[src/rtl/cmd_seq_pkg.sv]
`default_nettype none
// ============================================================================
// Module      : cmd_seq_pkg
// Description : Shared types and constants for the command sequencer: FSM
//               state encoding, command byte values, argument byte counts
//               and the identification string returned by 'I'.
// Revision    : 1.0 - initial release
// ============================================================================
package cmd_seq_pkg;

  // Sequencer FSM states
  typedef enum logic [2:0] {
    ST_IDLE    = 3'd0,
    ST_ARG     = 3'd1,
    ST_EXEC    = 3'd2,
    ST_PULSE_C = 3'd3,
    ST_GAP     = 3'd4,
    ST_PULSE_I = 3'd5,
    ST_SEND    = 3'd6
  } state_t;

  // Command bytes (ASCII)
  localparam logic [7:0] CMD_SET_ADDR   = 8'h41; // 'A'
  localparam logic [7:0] CMD_SET_DATA   = 8'h42; // 'B'
  localparam logic [7:0] CMD_SET_CW     = 8'h4D; // 'M'
  localparam logic [7:0] CMD_OFF_CW     = 8'h4F; // 'O'
  localparam logic [7:0] CMD_FLOAT      = 8'h66; // 'f'
  localparam logic [7:0] CMD_RD_ADDR    = 8'h61; // 'a'
  localparam logic [7:0] CMD_RD_DATA    = 8'h62; // 'b'
  localparam logic [7:0] CMD_RD_FLAGS   = 8'h73; // 's'
  localparam logic [7:0] CMD_RD_OPCODE  = 8'h72; // 'r'
  localparam logic [7:0] CMD_IDENT      = 8'h49; // 'I'
  localparam logic [7:0] CMD_BREAK      = 8'h52; // 'R'
  localparam logic [7:0] CMD_CLK        = 8'h63; // 'c'
  localparam logic [7:0] CMD_ICLK       = 8'h43; // 'C'
  localparam logic [7:0] CMD_TICK       = 8'h54; // 'T'
  localparam logic [7:0] CMD_NOP        = 8'h4E; // 'N'
  localparam logic [7:0] CMD_NOP_FF     = 8'hFF;
  localparam logic [7:0] CMD_QUIT       = 8'h51; // 'Q'

  // "HwSeqVM", first character in the least significant byte
  localparam logic [63:0] ID_STRING  = 64'h004D_5671_6553_7748;
  localparam logic [3:0]  ID_LEN     = 4'd7;
  // "#BRK", first character in the least significant byte
  localparam logic [63:0] BRK_STRING = 64'h0000_0000_4B52_4223;
  localparam logic [3:0]  BRK_LEN    = 4'd4;

  // Number of argument bytes following a command byte
  function automatic logic [2:0] arg_count(input logic [7:0] cmd);
    logic [2:0] n;
    n = 3'd0;
    case (cmd)
      CMD_SET_ADDR:  n = 3'd2;
      CMD_SET_DATA:  n = 3'd1;
      CMD_SET_CW:    n = 3'd4;
      CMD_OFF_CW:    n = 3'd4;
      CMD_RD_OPCODE: n = 3'd4;
      default:       n = 3'd0;
    endcase
    return n;
  endfunction

endpackage : cmd_seq_pkg
`default_nettype wire

[src/rtl/cmd_tx_shifter.sv]
`default_nettype none
// ============================================================================
// Module      : cmd_tx_shifter
// Description : Response serialiser. Loads up to eight bytes plus a byte
//               count and presents them least significant byte first on a
//               valid/ready stream. Data is taken straight from the shift
//               register, so it cannot change while the consumer stalls.
// Revision    : 1.0 - initial release
// ============================================================================
module cmd_tx_shifter (
  input  logic        clk,
  input  logic        rst,
  input  logic        load,
  input  logic [63:0] load_data,
  input  logic [3:0]  load_len,
  output logic [7:0]  tx_data,
  output logic        tx_valid,
  input  logic        tx_ready,
  output logic        tx_last
);

  logic [63:0] shift_reg;
  logic [3:0]  remaining;

  // Load a new response or advance one byte per accepted transfer
  always_ff @(posedge clk) begin
    if (rst) begin
      shift_reg <= '0;
      remaining <= '0;
    end else if (load) begin
      shift_reg <= load_data;
      remaining <= load_len;
    end else if (tx_valid && tx_ready) begin
      shift_reg <= {8'h00, shift_reg[63:8]};
      remaining <= remaining - 4'd1;
    end
  end

  assign tx_data  = shift_reg[7:0];
  assign tx_valid = (remaining != 4'd0);
  assign tx_last  = (remaining == 4'd1);

endmodule : cmd_tx_shifter
`default_nettype wire

[src/rtl/cmd_sequencer.sv]
`default_nettype none
// ============================================================================
// Module      : cmd_sequencer
// Description : Byte-stream command sequencer driving a CPU under test. It
//               decodes command bytes with little-endian arguments, drives
//               the data/address buses and control word, generates CPU clock
//               pulses and returns observation data as response bytes.
// Revision    : 1.0 - initial release
// ============================================================================
module cmd_sequencer
  import cmd_seq_pkg::*;
#(
  parameter logic [31:0] DEFAULT_CW = 32'h0000_0000,
  parameter int          PULSE_LEN  = 1
) (
  input  logic        clk,
  input  logic        rst,
  // command stream
  input  logic [7:0]  rx_data,
  input  logic        rx_valid,
  output logic        rx_ready,
  // response stream
  output logic [7:0]  tx_data,
  output logic        tx_valid,
  input  logic        tx_ready,
  // CPU drive
  output logic [31:0] control_word,
  output logic [7:0]  data_out,
  output logic        data_oe,
  output logic [15:0] addr_out,
  output logic        addr_oe,
  // CPU observation
  input  logic [7:0]  main_bus_in,
  input  logic [15:0] addr_bus_in,
  input  logic [3:0]  flags_in,
  input  logic [7:0]  opcode_in,
  // CPU clocking and reset
  output logic        cpu_clk,
  output logic        cpu_iclk,
  output logic        cpu_rst,
  // status
  output logic        busy,
  output logic        err_unknown
);

  // Counter reload: pulse stays high for PULSE_LEN cycles (clamped to >= 1)
  localparam logic [15:0] PULSE_LOAD = (PULSE_LEN > 1) ? 16'(PULSE_LEN - 1) : 16'd0;

  state_t      state;
  logic [7:0]  cmd;
  logic [31:0] arg;
  logic [2:0]  arg_idx;
  logic [15:0] pulse_cnt;
  logic        rst_hold;

  logic [63:0] resp_data;
  logic [3:0]  resp_len;
  logic        resp_load;
  logic        tx_last;

  // Build the response for the current command from the live observation
  // inputs; it is captured by the shifter at the end of the EXEC cycle.
  always_comb begin
    resp_data = '0;
    resp_len  = 4'd0;
    case (cmd)
      CMD_RD_ADDR: begin
        resp_data = {48'h0, addr_bus_in};
        resp_len  = 4'd2;
      end
      CMD_RD_DATA: begin
        resp_data = {56'h0, main_bus_in};
        resp_len  = 4'd1;
      end
      CMD_RD_FLAGS: begin
        resp_data = {56'h0, 4'h0, flags_in};
        resp_len  = 4'd1;
      end
      CMD_RD_OPCODE: begin
        resp_data = {56'h0, opcode_in};
        resp_len  = 4'd1;
      end
      CMD_IDENT: begin
        resp_data = ID_STRING;
        resp_len  = ID_LEN;
      end
      CMD_BREAK: begin
        resp_data = BRK_STRING;
        resp_len  = BRK_LEN;
      end
      default: begin
        resp_data = '0;
        resp_len  = 4'd0;
      end
    endcase
  end

  assign resp_load = (state == ST_EXEC) && (resp_len != 4'd0);

  cmd_tx_shifter u_tx_shifter (
    .clk       (clk),
    .rst       (rst),
    .load      (resp_load),
    .load_data (resp_data),
    .load_len  (resp_len),
    .tx_data   (tx_data),
    .tx_valid  (tx_valid),
    .tx_ready  (tx_ready),
    .tx_last   (tx_last)
  );

  assign busy = (state != ST_IDLE);

  // Command FSM with registered outputs
  always_ff @(posedge clk) begin
    if (rst) begin
      state        <= ST_IDLE;
      cmd          <= '0;
      arg          <= '0;
      arg_idx      <= '0;
      pulse_cnt    <= '0;
      control_word <= DEFAULT_CW;
      data_out     <= '0;
      data_oe      <= 1'b0;
      addr_out     <= '0;
      addr_oe      <= 1'b0;
      cpu_clk      <= 1'b0;
      cpu_iclk     <= 1'b0;
      rx_ready     <= 1'b0;
      err_unknown  <= 1'b0;
      cpu_rst      <= 1'b1;
      rst_hold     <= 1'b1;
    end else begin
      // CPU reset is stretched one cycle past the end of rst
      cpu_rst     <= rst_hold;
      rst_hold    <= 1'b0;
      err_unknown <= 1'b0;

      case (state)
        ST_IDLE: begin
          rx_ready <= 1'b1;
          if (rx_valid && rx_ready) begin
            cmd     <= rx_data;
            arg     <= '0;
            arg_idx <= '0;
            if (arg_count(rx_data) != 3'd0) begin
              state <= ST_ARG;
            end else begin
              state    <= ST_EXEC;
              rx_ready <= 1'b0;
            end
          end
        end

        ST_ARG: begin
          if (rx_valid && rx_ready) begin
            arg[{arg_idx[1:0], 3'b000} +: 8] <= rx_data;
            arg_idx <= arg_idx + 3'd1;
            if ((arg_idx + 3'd1) == arg_count(cmd)) begin
              state    <= ST_EXEC;
              rx_ready <= 1'b0;
            end
          end
        end

        ST_EXEC: begin
          // Most commands complete here and go straight back to IDLE
          state    <= ST_IDLE;
          rx_ready <= 1'b1;
          case (cmd)
            CMD_SET_ADDR: begin
              addr_out <= arg[15:0];
              addr_oe  <= 1'b1;
            end
            CMD_SET_DATA: begin
              data_out <= arg[7:0];
              data_oe  <= 1'b1;
            end
            CMD_FLOAT: begin
              data_oe <= 1'b0;
              addr_oe <= 1'b0;
            end
            CMD_OFF_CW: begin
              data_oe      <= 1'b0;
              addr_oe      <= 1'b0;
              control_word <= arg;
            end
            CMD_SET_CW: begin
              control_word <= arg;
            end
            CMD_RD_ADDR, CMD_RD_DATA, CMD_RD_FLAGS,
            CMD_RD_OPCODE, CMD_IDENT, CMD_BREAK: begin
              state    <= ST_SEND;
              rx_ready <= 1'b0;
            end
            CMD_CLK, CMD_TICK: begin
              state     <= ST_PULSE_C;
              rx_ready  <= 1'b0;
              cpu_clk   <= 1'b1;
              pulse_cnt <= PULSE_LOAD;
            end
            CMD_ICLK: begin
              state     <= ST_PULSE_I;
              rx_ready  <= 1'b0;
              cpu_iclk  <= 1'b1;
              pulse_cnt <= PULSE_LOAD;
            end
            CMD_NOP, CMD_NOP_FF, CMD_QUIT: begin
              state <= ST_IDLE;
            end
            default: begin
              err_unknown <= 1'b1;
            end
          endcase
        end

        ST_PULSE_C: begin
          if (pulse_cnt == 16'd0) begin
            cpu_clk <= 1'b0;
            if (cmd == CMD_TICK) begin
              state <= ST_GAP;
            end else begin
              state    <= ST_IDLE;
              rx_ready <= 1'b1;
            end
          end else begin
            pulse_cnt <= pulse_cnt - 16'd1;
          end
        end

        // One cycle with both clocks low keeps the two pulses apart
        ST_GAP: begin
          state     <= ST_PULSE_I;
          cpu_iclk  <= 1'b1;
          pulse_cnt <= PULSE_LOAD;
        end

        ST_PULSE_I: begin
          if (pulse_cnt == 16'd0) begin
            cpu_iclk <= 1'b0;
            state    <= ST_IDLE;
            rx_ready <= 1'b1;
          end else begin
            pulse_cnt <= pulse_cnt - 16'd1;
          end
        end

        ST_SEND: begin
          if (tx_valid && tx_ready && tx_last) begin
            state    <= ST_IDLE;
            rx_ready <= 1'b1;
          end
        end

        default: begin
          state    <= ST_IDLE;
          rx_ready <= 1'b1;
          cpu_clk  <= 1'b0;
          cpu_iclk <= 1'b0;
        end
      endcase
    end
  end

endmodule : cmd_sequencer
`default_nettype wire
[config.mk]
export PLATFORM = sky130hd
export DESIGN_NAME = cmd_sequencer
export DESIGN_NICKNAME = d
export VERILOG_FILES = /design/src/rtl/cmd_seq_pkg.sv /design/src/rtl/cmd_tx_shifter.sv /design/src/rtl/cmd_sequencer.sv
export SDC_FILE = /design/constraint.sdc
export NUM_CORES = 1
export LEC_CHECK = 0
export CORE_UTILIZATION = 40
export DETAILED_ROUTE_END_ITERATION = 10
export PLACE_DENSITY = 0.6
export SLEW_MARGIN = 20
export SYNTH_ARGS = -nofsm -noshare
export SYNTH_HDL_FRONTEND = slang
export SYNTH_SLANG_ARGS = --single-unit
export TNS_END_PERCENT = 30
[constraint.sdc]
create_clock -name clk -period 3.9 [get_ports clk]
set_input_delay 0.975 -clock clk [delete_from_list [all_inputs] [get_ports clk]]
set_output_delay 0.975 -clock clk [all_outputs]
set_load 0.02 [all_outputs]
==> results.sh <==
export IMPL_pwr_share_comb_pct=18.9
export IMPL_synth_most_common_cell="nand2_1"
export IMPL_tritoncts="built"
export IMPL_required_ps=2920
export IMPL_yosys_area_share_simple_pct=24.1
export IMPL_die_h_um=137
export IMPL_avgSynthCellArea_sq_um=8.05
export IMPL_synth_top_family_by_area="simple AND/OR/NAND/NOR gates"
export IMPL_wl_mm=20.6
export IMPL_worstMarginPinSlew_ps=900
export IMPL_detail_route_antenna_nets=0
export IMPL_relSlewSlack_pct=40.0
export IMPL_routedWlPerCell_um=16.7
export IMPL_start_kind="register"
export IMPL_viasPerCell=5.51
export IMPL_ys_flop_type="dfxtp_1"
export IMPL_n_fill_cell=1779
export IMPL_period_share_pct=80.3
export IMPL_arrival_ps=2160
export IMPL_fin_nets=1046
export IMPL_power_density_nw_per_um2=492
export IMPL_synthesis_area_sq_um=7310
export IMPL_grt_start_max_net_pins=89
export IMPL_cts_max_path_buffers=2
export IMPL_maxCapViolCount=0
export IMPL_ir_drop_uv=331
export IMPL_rsz0062_at_grt="false"
export IMPL_postLayoutCoreUtil_pct=51.5
export IMPL_fin_worst_skew_ps=10.7
export IMPL_synth_top_area_share_pct=44.9
export IMPL_swShare_pct=31.0
export IMPL_tns_ps=0
export IMPL_antenna_cells=0
export IMPL_die_w_um=137
export IMPL_syn_nets=963
export IMPL_vias=6795
export IMPL_synth_fa_ha_area_share_pct=1.20
export IMPL_start_util_pct=40.8
export IMPL_placeableCoreArea_sq_um=17900
export IMPL_grt_overflow=0
export IMPL_cp_cell_sequence="nor2_1, nand2_1, clkdlybuf4s50_1"
export IMPL_cts_resized=0
export IMPL_max_stage_delay_ps=750
export IMPL_clk_pin_slew_ps=70
export IMPL_drcViolationCount=0
export IMPL_power_mw=4.54
export IMPL_clock_fmax_mhz=319
export IMPL_synth_compound_area_share_pct=21.8
export IMPL_ctsHoldBuffers=0
export IMPL_grt_antenna_before_repair=0
export IMPL_muxShareOfSynthArea_pct=0.788
export IMPL_drv_slew=0
export IMPL_io_pins=121
export IMPL_criticalPathCategory="reg -> out"
export IMPL_hp_class="reg -> reg"
export IMPL_p_switching_mw=1.41
export IMPL_async_flop_share_pct=0
export IMPL_seq_area_sq_um=3280
export IMPL_power_frac_clock_pct=38.9
export IMPL_synth_cells=908
export IMPL_hpwl_mm=13.6
export IMPL_port_buffers=120
export IMPL_drt_first_iter_violations=398
export IMPL_synth_seq_cells=164
export IMPL_area_growth_pct=26.3
export IMPL_multi_input_area_sq_um=3630
export IMPL_grt_pass1_wl_mm=32.4
export IMPL_synth_warnings=0
export IMPL_cp_top_family="flip-flops"
export IMPL_period_needed_ps=3130
export IMPL_postPlaceCellArea_sq_um=8600
export IMPL_pre_cts_slack_ps=443
export IMPL_htree_levels=4
export IMPL_setup_ws_ps=767
export IMPL_ys_seq_area_share_pct=44.9
export IMPL_intPower_mw=3.13
export IMPL_synth_cell_type_count=72
export IMPL_worstSetupEndpointType="output port"
export IMPL_root_buffer="clkbuf_16"
export IMPL_power_leakage_nw=3.17
export IMPL_gp_congestion=0.848
export IMPL_die_area_sq_um=18800
export IMPL_num_rows=49
export IMPL_grt_pass1_vias=6232
export IMPL_cpMaxStageDelayCell="dfxtp_1"
export IMPL_yosys_area_top_type="dfxtp_1"
export IMPL_clkLatencyLatePin_ps=430
export IMPL_largest_reg_flops=34
export IMPL_critical_path_peak_fanout=21
export IMPL_synth_edff_count=0
export IMPL_synth_area_leaders="dfxtp_1, nand2_1, a21oi_1, nor2_1, a22oi_1"
export IMPL_synth_xor_area_share_pct=1.80
export IMPL_seqPwrFrac_pct=42.2
export IMPL_cts_buffers=17
export IMPL_fin_area_sq_um=9220
export IMPL_clock_sinks=164
export IMPL_first_pass_iters=5
export IMPL_setup_viol=0
export IMPL_hold_viol_final=0
export IMPL_post_cts_buffers=0
export IMPL_outcome="finished, final reports clean"
export IMPL_final_layout_size_suffix_gt1_share_pct=7.57
export IMPL_synth_common_cells="nand2_1, dfxtp_1, a21oi_1"
export IMPL_critPathBufInv=1
export IMPL_grt_usage_pct=22.3
## power by group through the flow
stage	clock network, mW	logic (mW)	registers (mW)
floorplan	0	0.617	1.90
global placement	0	0.851	1.95
detailed placement	0	0.853	1.95
CTS	1.80	0.859	1.91
global route	1.87	0.953	1.94
finish	1.76	0.859	1.92
## cell type report
cell class | instances | share of cell area, %
Multi-Input combinational cell | 656 | 39.4
Timing Repair Buffer | 141 | 14.7
Clock inverter | 14 | 1.99
Sequential cell | 164 | 35.6
Tap cell | 229 | 3.11
Inverter | 11 | 0.448
Clock buffer | 18 | 4.76
## cell usage in the layout, fill, tap and decap left out, types with 6 or more instances in the layout
cell type	instances
nor2_1	89
xor2_1	13
a22oi_1	40
a31oi_1	7
inv_1	11
clkbuf_16	17
nand2b_1	6
nor3_1	16
a21oi_1	103
a311oi_1	14
o21ai_1	6
nand4_1	7
nand3_1	31
o31ai_1	17
ha_1	7
buf_4	22
o21ai_0	25
clkdlybuf4s50_1	119
dfxtp_1	164
nand2_1	180
## per-stage QoR
stage / cells / hold WS, ps
2_1_floorplan: 908 / 389
3_5_place_dp: 1201 / 399
5_1_grt: 1233 / 440
4_1_cts: 1233 / 415
3_3_place_gp: 1201 / 395
6_report: 1233 / 413
## worst paths after layout
| check | endpoint | slack (ps) | start | depth (start not counted) |
|---|---|---|---|---|
| hold reg to reg | cpu_rst | 410 | rst_hold | 1 |
| setup reg to reg | u_tx_shifter.shift_reg[9] | 990 | cmd[6] | 6 |
| hold / removal | cpu_rst | 410 | rst_hold | 1 |
| setup / recovery | busy | 770 | state[1] | 3 |
## metal layers
layer | part of all wire (%) | GRT usage [%]
met4 | 1.8 | 8.24
met2 | 46 | 35.4
met1 | 48 | 29.8
met3 | 5.2 | 4.59
met5 | 0 | 0
## worst register-to-register path: cells and delay by family (launching register included)
| kind | cells | cell delay [ps] |
|---|---|---|
| mux | 1 | 500 |
| simple gates | 2 | 680 |
| flops | 1 | 480 |
| compound gates | 3 | 1110 |
## kinds of logic after synthesis
family                   count (synthesis)
AO/OA/AOI/OAI                          250
multiplexers                             5
adder cells (fa/ha/maj)                  7
buffers and inverters                   88
XOR/XNOR                                15
flip-flops                             164
AND/OR/NAND/NOR                        379
(Power assumes the default switching activity.)
